--- config.mk ---
export PLATFORM = sky130hd
export DESIGN_NAME = pcie_rb_ctrl
export DESIGN_NICKNAME = d
export VERILOG_FILES = /design/src/rtl/pcie_rb_ctrl.sv
export SDC_FILE = /design/constraint.sdc
export NUM_CORES = 1
export LEC_CHECK = 0
export BUFFER_PORTS_ARGS = -buffer_cell sky130_fd_sc_hd__buf_2
export CORE_MARGIN = 10
export CORE_UTILIZATION = 31
export DETAILED_ROUTE_END_ITERATION = 8
export SLEW_MARGIN = 20
export SYNTH_ARGS = -nofsm -noshare
export SYNTH_HDL_FRONTEND = slang
export SYNTH_SLANG_ARGS = --single-unit
--- constraint.sdc ---
create_clock -name Clk -period 7.55 [get_ports Clk]
set_input_delay 0 -clock Clk [delete_from_list [all_inputs] [get_ports Clk]]
set_output_delay 0 -clock Clk [all_outputs]
set_load 0.05 [all_outputs]
--- src/rtl/pcie_rb_ctrl.sv ---
// pcie_rb_ctrl: ring-buffer write/read pointer control with enable/drain FSM for the PCIe PDU generator
// Ports: Clk/Rst_n (sync active-low); host_enable, host_rd_ptr(_valid) from software;
// pcie_rb_update_valid/size from the PDU generator; pcie_rb_wr_base_addr, pcie_rb_almost_full and
// disable_pcie back to it; rb_occupancy, update_err (sticky overflow) and pdu_cnt for status.
module pcie_rb_ctrl #(
  parameter int PDU_AWIDTH = 12,
  parameter int AF_MARGIN = 64
) (
  input  logic                  Clk,
  input  logic                  Rst_n,
  input  logic                  host_enable,
  input  logic [PDU_AWIDTH-1:0] host_rd_ptr,
  input  logic                  host_rd_ptr_valid,
  input  logic                  pcie_rb_update_valid,
  input  logic [PDU_AWIDTH-1:0] pcie_rb_update_size,
  output logic [PDU_AWIDTH-1:0] pcie_rb_wr_base_addr,
  output logic                  pcie_rb_almost_full,
  output logic                  disable_pcie,
  output logic [PDU_AWIDTH-1:0] rb_occupancy,
  output logic                  update_err,
  output logic [31:0]           pdu_cnt
);
  localparam logic [1:0] DISABLED = 2'd0;
  localparam logic [1:0] RUN = 2'd1;
  localparam logic [1:0] DRAIN = 2'd2;
  logic [1:0] state, state_nxt;
  logic [PDU_AWIDTH-1:0] wr_ptr, rd_ptr, occupancy, free;
  logic accept, overflow;
  // One slot is always left empty so full and empty stay distinguishable without a wrap bit.
  assign occupancy = wr_ptr - rd_ptr;
  assign free = {PDU_AWIDTH{1'b1}} - occupancy;
  // Updates are checked against the pre-load rd_ptr, so a same-cycle rd_ptr advance never
  // lets a PDU in that would not have fit before it.
  assign accept = pcie_rb_update_valid && pcie_rb_update_size != '0 && pcie_rb_update_size <= free;
  assign overflow = pcie_rb_update_valid && pcie_rb_update_size > free;
  assign pcie_rb_wr_base_addr = wr_ptr;
  assign rb_occupancy = occupancy;
  assign disable_pcie = state != RUN;
  assign pcie_rb_almost_full = 32'(free) < 32'(AF_MARGIN) || state == DISABLED;
  always_comb
    state_nxt = state == DISABLED ? (host_enable ? RUN : DISABLED) :
                state == RUN      ? (host_enable ? RUN : DRAIN) :
                host_enable       ? RUN :
                (occupancy == '0 && !accept) ? DISABLED : DRAIN;
  always_ff @(posedge Clk)
    if (!Rst_n) begin
      state <= DISABLED;
      wr_ptr <= '0;
      rd_ptr <= '0;
      pdu_cnt <= '0;
      update_err <= 1'b0;
    end else begin
      state <= state_nxt;
      if (accept) begin
        wr_ptr <= wr_ptr + pcie_rb_update_size;
        pdu_cnt <= pdu_cnt + 32'd1;
      end
      if (host_rd_ptr_valid) rd_ptr <= host_rd_ptr;
      if (overflow) update_err <= 1'b1;
    end
endmodule

# ---- Yosys cells after proc, flatten, opt, wreduce, memory -nomap -nowiden
# Index checks and enable logic that the tools add are counted.
dict set report classes {
  addsub 4
  order_cmp 3
  eq_ne 2
  mux 6
  reduce_logical 9
}
# operator n
set op_table {}
lappend op_table {{$add 32x1->32 const B} 1}
lappend op_table {{$add 12x12->12} 1}
lappend op_table {{$gt 12x12->1} 1}
lappend op_table {{$le 12x12->1} 1}
lappend op_table {{$logic_not 12->1} 1}
lappend op_table {{$lt 12x7->1 const B} 1}
lappend op_table {{$reduce_bool 12->1} 1}
lappend op_table {{$sub 12x12->12} 1}
lappend op_table {{$sub 12x12->12 const A} 1}
lappend op_table {{$mux 2} 5}
lappend op_table {{$logic_and 1x1->1} 4}
lappend op_table {{$eq 2x1->1 const B} 1}
lappend op_table {{$logic_not 2->1} 1}
lappend op_table {{$ne 2x1->1 const B} 1}
lappend op_table {{$logic_not 1->1} 1}
lappend op_table {{$logic_or 1x1->1} 1}
lappend op_table {{$mux 1} 1}
dict set report word_totals {
  regBits 59
  in_bits 29
  out_inout_bits 59
  wordCells 29
}

# ---- Depth between registers and ports, before layout
dict set report depth {
  depth_word 10
  ltp_mapped 20
  depth_no_buf 17
}

# ---- Worst setup path before layout
# Ideal clock, no wire load.
dict set report synth_path {
  path_type {register -> register}
  start {register wr_ptr[0], in the netlist pcie_rb_wr_base_addr[0]}
  end {register pdu_cnt[21]}
  setup_ns 0.070
  t_arrival_ns 4.577
  required_ns 7.480
  setup_slack_ns 2.903
  path_stages_with_launch 18
  path_buffers 0
  period_less_slack_ns 4.647
  path_cell_list {dfxtp_1 > inv_1 > ha_1 > inv_1 > fa_1 > a21o_1 > a22oi_1 > a21boi_0 > or4b_2 > nand3_1 > ha_1 > a21oi_1 > nand2_1 > a21oi_1 > a41oi_1 > or4_4 > or3_1 > a21oi_1}
}
dict set report synth_between {
  elab_chain_cells 4
}
# element line
set synth_rtl {}
lappend synth_rtl {{from (decl)} 27} ;# logic [PDU_AWIDTH-1:0] wr_ptr, rd_ptr, occupancy, free;
lappend synth_rtl {{from (signal assigned)} 55} ;# wr_ptr <= wr_ptr + pcie_rb_update_size;
lappend synth_rtl {{$sub 12x12->12} 30} ;# assign occupancy = wr_ptr - rd_ptr;
lappend synth_rtl {{net rb_occupancy[10]} 19} ;# output logic [PDU_AWIDTH-1:0] rb_occupancy,
lappend synth_rtl {{$sub 12x12->12} 31} ;# assign free = {PDU_AWIDTH{1'b1}} - occupancy;
lappend synth_rtl {{$le 12x12->1} 34} ;# assign accept = pcie_rb_update_valid && pcie_rb_update_size != '0 && pcie_rb_update_size <= free;
lappend synth_rtl {{$logic_and 1x1->1} 34}
lappend synth_rtl {{to (signal assigned)} 56} ;# pdu_cnt <= pdu_cnt + 32'd1;
lappend synth_rtl {{to (decl)} 21} ;# output logic [31:0] pdu_cnt
# The timed path passes the listed nets, and every way through them passes these cells.
# A chain may end at the register's enable or synchronous reset.

# ---- Worst setup path in the final report
dict set report layout_path {
  start {register wr_ptr[0], in the netlist pcie_rb_wr_base_addr[0]}
  end {register pdu_cnt[21]}
}
dict set report layout_between {
  elab_chain_cells 4
}
# element line
set layout_rtl {}
lappend layout_rtl {{$sub 12x12->12} 30}
lappend layout_rtl {{$sub 12x12->12} 31}
lappend layout_rtl {{$le 12x12->1} 34}
lappend layout_rtl {{$logic_and 1x1->1} 34}
# No other way between the ends.

==> impl_results.md <==
- RSZ-0062 raised after global routing: no
- Iteration-0 DRC Markers: roughly 380
- Multi-input gate area: approximately 2500 sq um
- Clock Latency Late Sink: roughly 0.34 ns
- Post-synth cell types: 56
- Vias in the first global route: around 3700
- DRT Wirelength: ~12 mm
- Worst slew pin tran: a little over 0.7 ns
- Post-synthesis sequential area ratio: around 31%
- Syn_nets: ~540
- Antenna-violating nets left: 0
- CP Data Required Time: roughly 7.8 ns
- Initial antenna violation count: 0
- Initial core utilization: between 30% and 40%
- Post-Syn Instances: 471
- Worst Min Path Start: pcie_rb_update_size[0]
- Reg area: around 1200 sq um
- CTS clk-pin slew, worst paths: around 0.060 ns
- Final Critical Period: 5.00 ns
- H-tree depth: 3
- CTS buffer count: 9
- Die area: 17200 sq um
- DIE HEIGHT: between 100 and 150 um
- Most used cell, CP: a21oi_1
- Sw frac: about half
- Max-Cap Viols: 0
- Worst hold path depth: 4
- Top cells by area, synth: dfxtp_1 (31%), ha_1 (11%), xnor2_1 (7.3%), nor2_1 (6.0%), mux2i_1 (4.2%)
- VDD IR max: 0.151 mV
- Final Slew Violations: 0
- GPL Wtd Cong: roughly 0.92
- Internal power: between 0.8 and 0.9 mW
- Hold path endpoint: pcie_rb_wr_base_addr[0]
- Skew final: approximately 0.0065 ns
- DRT Pass-1 Iters: 5
- CTS tree: built
- CP bufs+invs: 3
- Synth top cells by count: nor2_1 (61), dfxtp_1 (59), ha_1 (35), inv_1 (32), xnor2_1 (32)
- Fin nets: 637
- I/O Buffers: 87
- Via density: just over 5
- P_leak: about 2.1 nW
- Ports: between 80 and 90
- Synth top area share: between 30% and 40%
- Hold_ws: approximately 0.12 ns
- Final worst-path cycle share: between 60% and 70%
- Setup violators final: 0
- Global-route wire length before repair: between 15 and 20 mm
- Combinational fraction of design power: 56.2%
- Yosys warnings: 0
- CTS sink cnt: 59
- Placed cell count: roughly 710
- WS Path Type: reg2reg
- Number of synthesized register bits: between 50 and 60
- FF-to-FF End: pdu_cnt[21]
- Maximum root-to-sink buffer count: 2
- Top_reg_cell synth: dfxtp_1
- # rows: 40
- Critical path's slowest cell: or4b_2
- Nature of the critical path startpoint: flip-flop
- Total power: ~1.8 mW
- Sequential Power Share: between 20% and 30%
- Setup TNS: 0 ns
- Critical R2R Launch: pcie_rb_wr_base_addr[0]
- DP HPWL: ~9 mm
- Antenna Cells: 0
- Most frequent cell after synthesis: nor2_1
- Arrival time worst endpoint: 5.27 ns
- Cell Count, Final, Fillers Out: about 740
- Switching power: approximately 0.9 mW
- Horiz. Die Dim: approximately 130 um
- Clk pwr share: between 20 and 25%
- Crit path capture type: flip-flop
- R2R depth: 18
- Layout cells sized above 1: approximately 20%
- Post-cts resize count: 0
- DRC errors left: 0
- Clk root buf: clkbuf_16
- Hold Crit Class: in2reg
- Area leader, netlist: dfxtp_1
- GRT Util Overall: approximately an eighth
- Hold Violations, Final: 0
- Crit-path max FO: 24
- Area Overhead vs Synth: 27.0%
- Syn Std Cell Area: roughly 3800 sq um
- Largest net degree at the start of global routing: 45
- Maximum clock rate: 0.200 GHz
- Status: finished, final reports clean
- Avg WL per Cell: 15.6 um
- Vias: 3786
- Reg2Reg Setup Slack: 2.55 ns
- Grt total ovfl: 0
- FILL cells: around 1200
- Post-synth EDFFs: 0
- Pwr dens: about 360 nW/um^2
- Synthesized area per cell: between 8 and 9 sq um
- CP max stage delay: ~0.63 ns
- Async S/R FF share, synth: 0%
- Worst-path cell chain: inv_1 > ha_1 > inv_1 > fa_1 > a21o_1 > a22oi_1 > a21boi_0 > or4b_2 > nand3_1 > ha_1 > a21oi_1 > nand2_1 > a21oi_1 > a41oi_2 > buf_4 > or4_4 > or3_1 > a21oi_1
- CP top delay family: simple AND/OR/NAND/NOR gates
- Core ar.: between 10000 and 15000 sq um
- Worst slew margin: between 50% and 60%
==> metal layers <==
metal  global-route usage (%)  part of all wire (%)  vias up
li1                         -                     -     1887
met1                     17.3                    49     1756
met2                     20.0                    44      128
met3                     4.57                   6.4       15
met4                     4.39                   1.3        0
met5                        0                     0        -
==> cell type report <==
type                            instances  share of cell area, %
Sequential cell                        59                   24.2
Tap cell                              168                   4.31
Timing Repair Buffer                  104                   12.3
Clock inverter                          5                  0.744
Inverter                               32                   2.46
Multi-Input combinational cell        365                   50.8
Clock buffer                           11                   5.18
==> what timing repair did <==
action / CTS / global route
hold buffers: 15 / 0
buffers inserted: 0 / 0
hold endpoints to repair: 17 / 0
==> worst reg2reg max path, delay by kind of cell (launching register included) <==
family / cells / cell delay (ns)
buffers and inverters: 3 / 0.52
flip-flops: 1 / 0.33
AND/OR/NAND/NOR: 5 / 1.76
AO/OA/AOI/OAI: 7 / 1.48
adder cells (fa/ha/maj): 3 / 0.85
==> sequential cells by signal, indices dropped and copies added (netlist names) <==
| signal | cells |
|---|---|
| pdu_cnt | 32 |
| pcie_rb_wr_base_addr | 12 |
| rd_ptr | 12 |
| state | 2 |
| update_err | 1 |
==> worst max-delay path by stage <==
stage	from	endpoint	slack (ns)	depth (start not counted)
finish	pcie_rb_wr_base_addr[0]	pdu_cnt[21]	2.55	18
floorplan	pcie_rb_wr_base_addr[0]	pdu_cnt[21]	2.90	17
detailed placement	pcie_rb_wr_base_addr[0]	pdu_cnt[21]	2.60	18
global placement	pcie_rb_wr_base_addr[0]	pdu_cnt[21]	2.69	18
CTS	pcie_rb_wr_base_addr[0]	pdu_cnt[21]	2.58	18
global route	pcie_rb_wr_base_addr[0]	pdu_cnt[21]	2.20	18
==> layout by cell type (no fill, tap or decap), types with 2 or more instances in the layout <==
cell            n
a2111o_1        2
a211o_1         3
a211oi_1        4
a21boi_0        2
a21o_1          4
a21oi_1        26
a31oi_1         3
and2_1          2
and3_1          5
and4_1          2
buf_2          87
buf_4           2
clkbuf_16       9
clkbuf_8        2
clkinvlp_4      3
dfxtp_1        59
dlygate4sd3_1  15
fa_1            2
ha_1           35
inv_1          31
mux2i_1        16
nand2_1        31
nand2b_1        7
nand3_1        14
nand4_1        11
nor2_1         61
nor2b_1         6
nor3_1         19
nor4_1         16
o211ai_1        4
o21a_1          4
o21ai_0        18
o31a_1          2
o41ai_1         2
or3_1           5
xnor2_1        32
xor2_1          6
==> through the flow <==
| step | util [%] | setup WS [ns] | instance area [sq um] |
|---|---|---|---|
| after floorplan | - | 2.90 | 3840 |
| after global placement | 36.8 | 2.69 | 4440 |
| after detailed placement | 36.8 | 2.60 | 4440 |
| after CTS | 40.4 | 2.58 | 4880 |
| after global routing | 40.4 | 2.20 | 4880 |
| final | 40.4 | 2.55 | 4880 |
==> power by group through the flow <==
stage,Combinational [mW],Clock [mW],Sequential (mW)
2_1_floorplan,0.673,0,0.447
3_3_place_gp,0.954,0,0.378
6_report,0.987,0.396,0.372
3_5_place_dp,0.971,0,0.380
5_1_grt,1.07,0.422,0.376
4_1_cts,0.981,0.406,0.373
==> cell families after synthesis <==
kind of cell    after synthesis  synth area share [%]
flops                        59                  30.8
buf+inv                      47                  4.92
fa+ha+maj                    37                  12.4
mux                          16                  4.17
simple gates                188                  24.4
xor+xnor                     38                  8.67
compound gates               86                  14.7
Note: power is estimated with default switching activity, not from simulation.
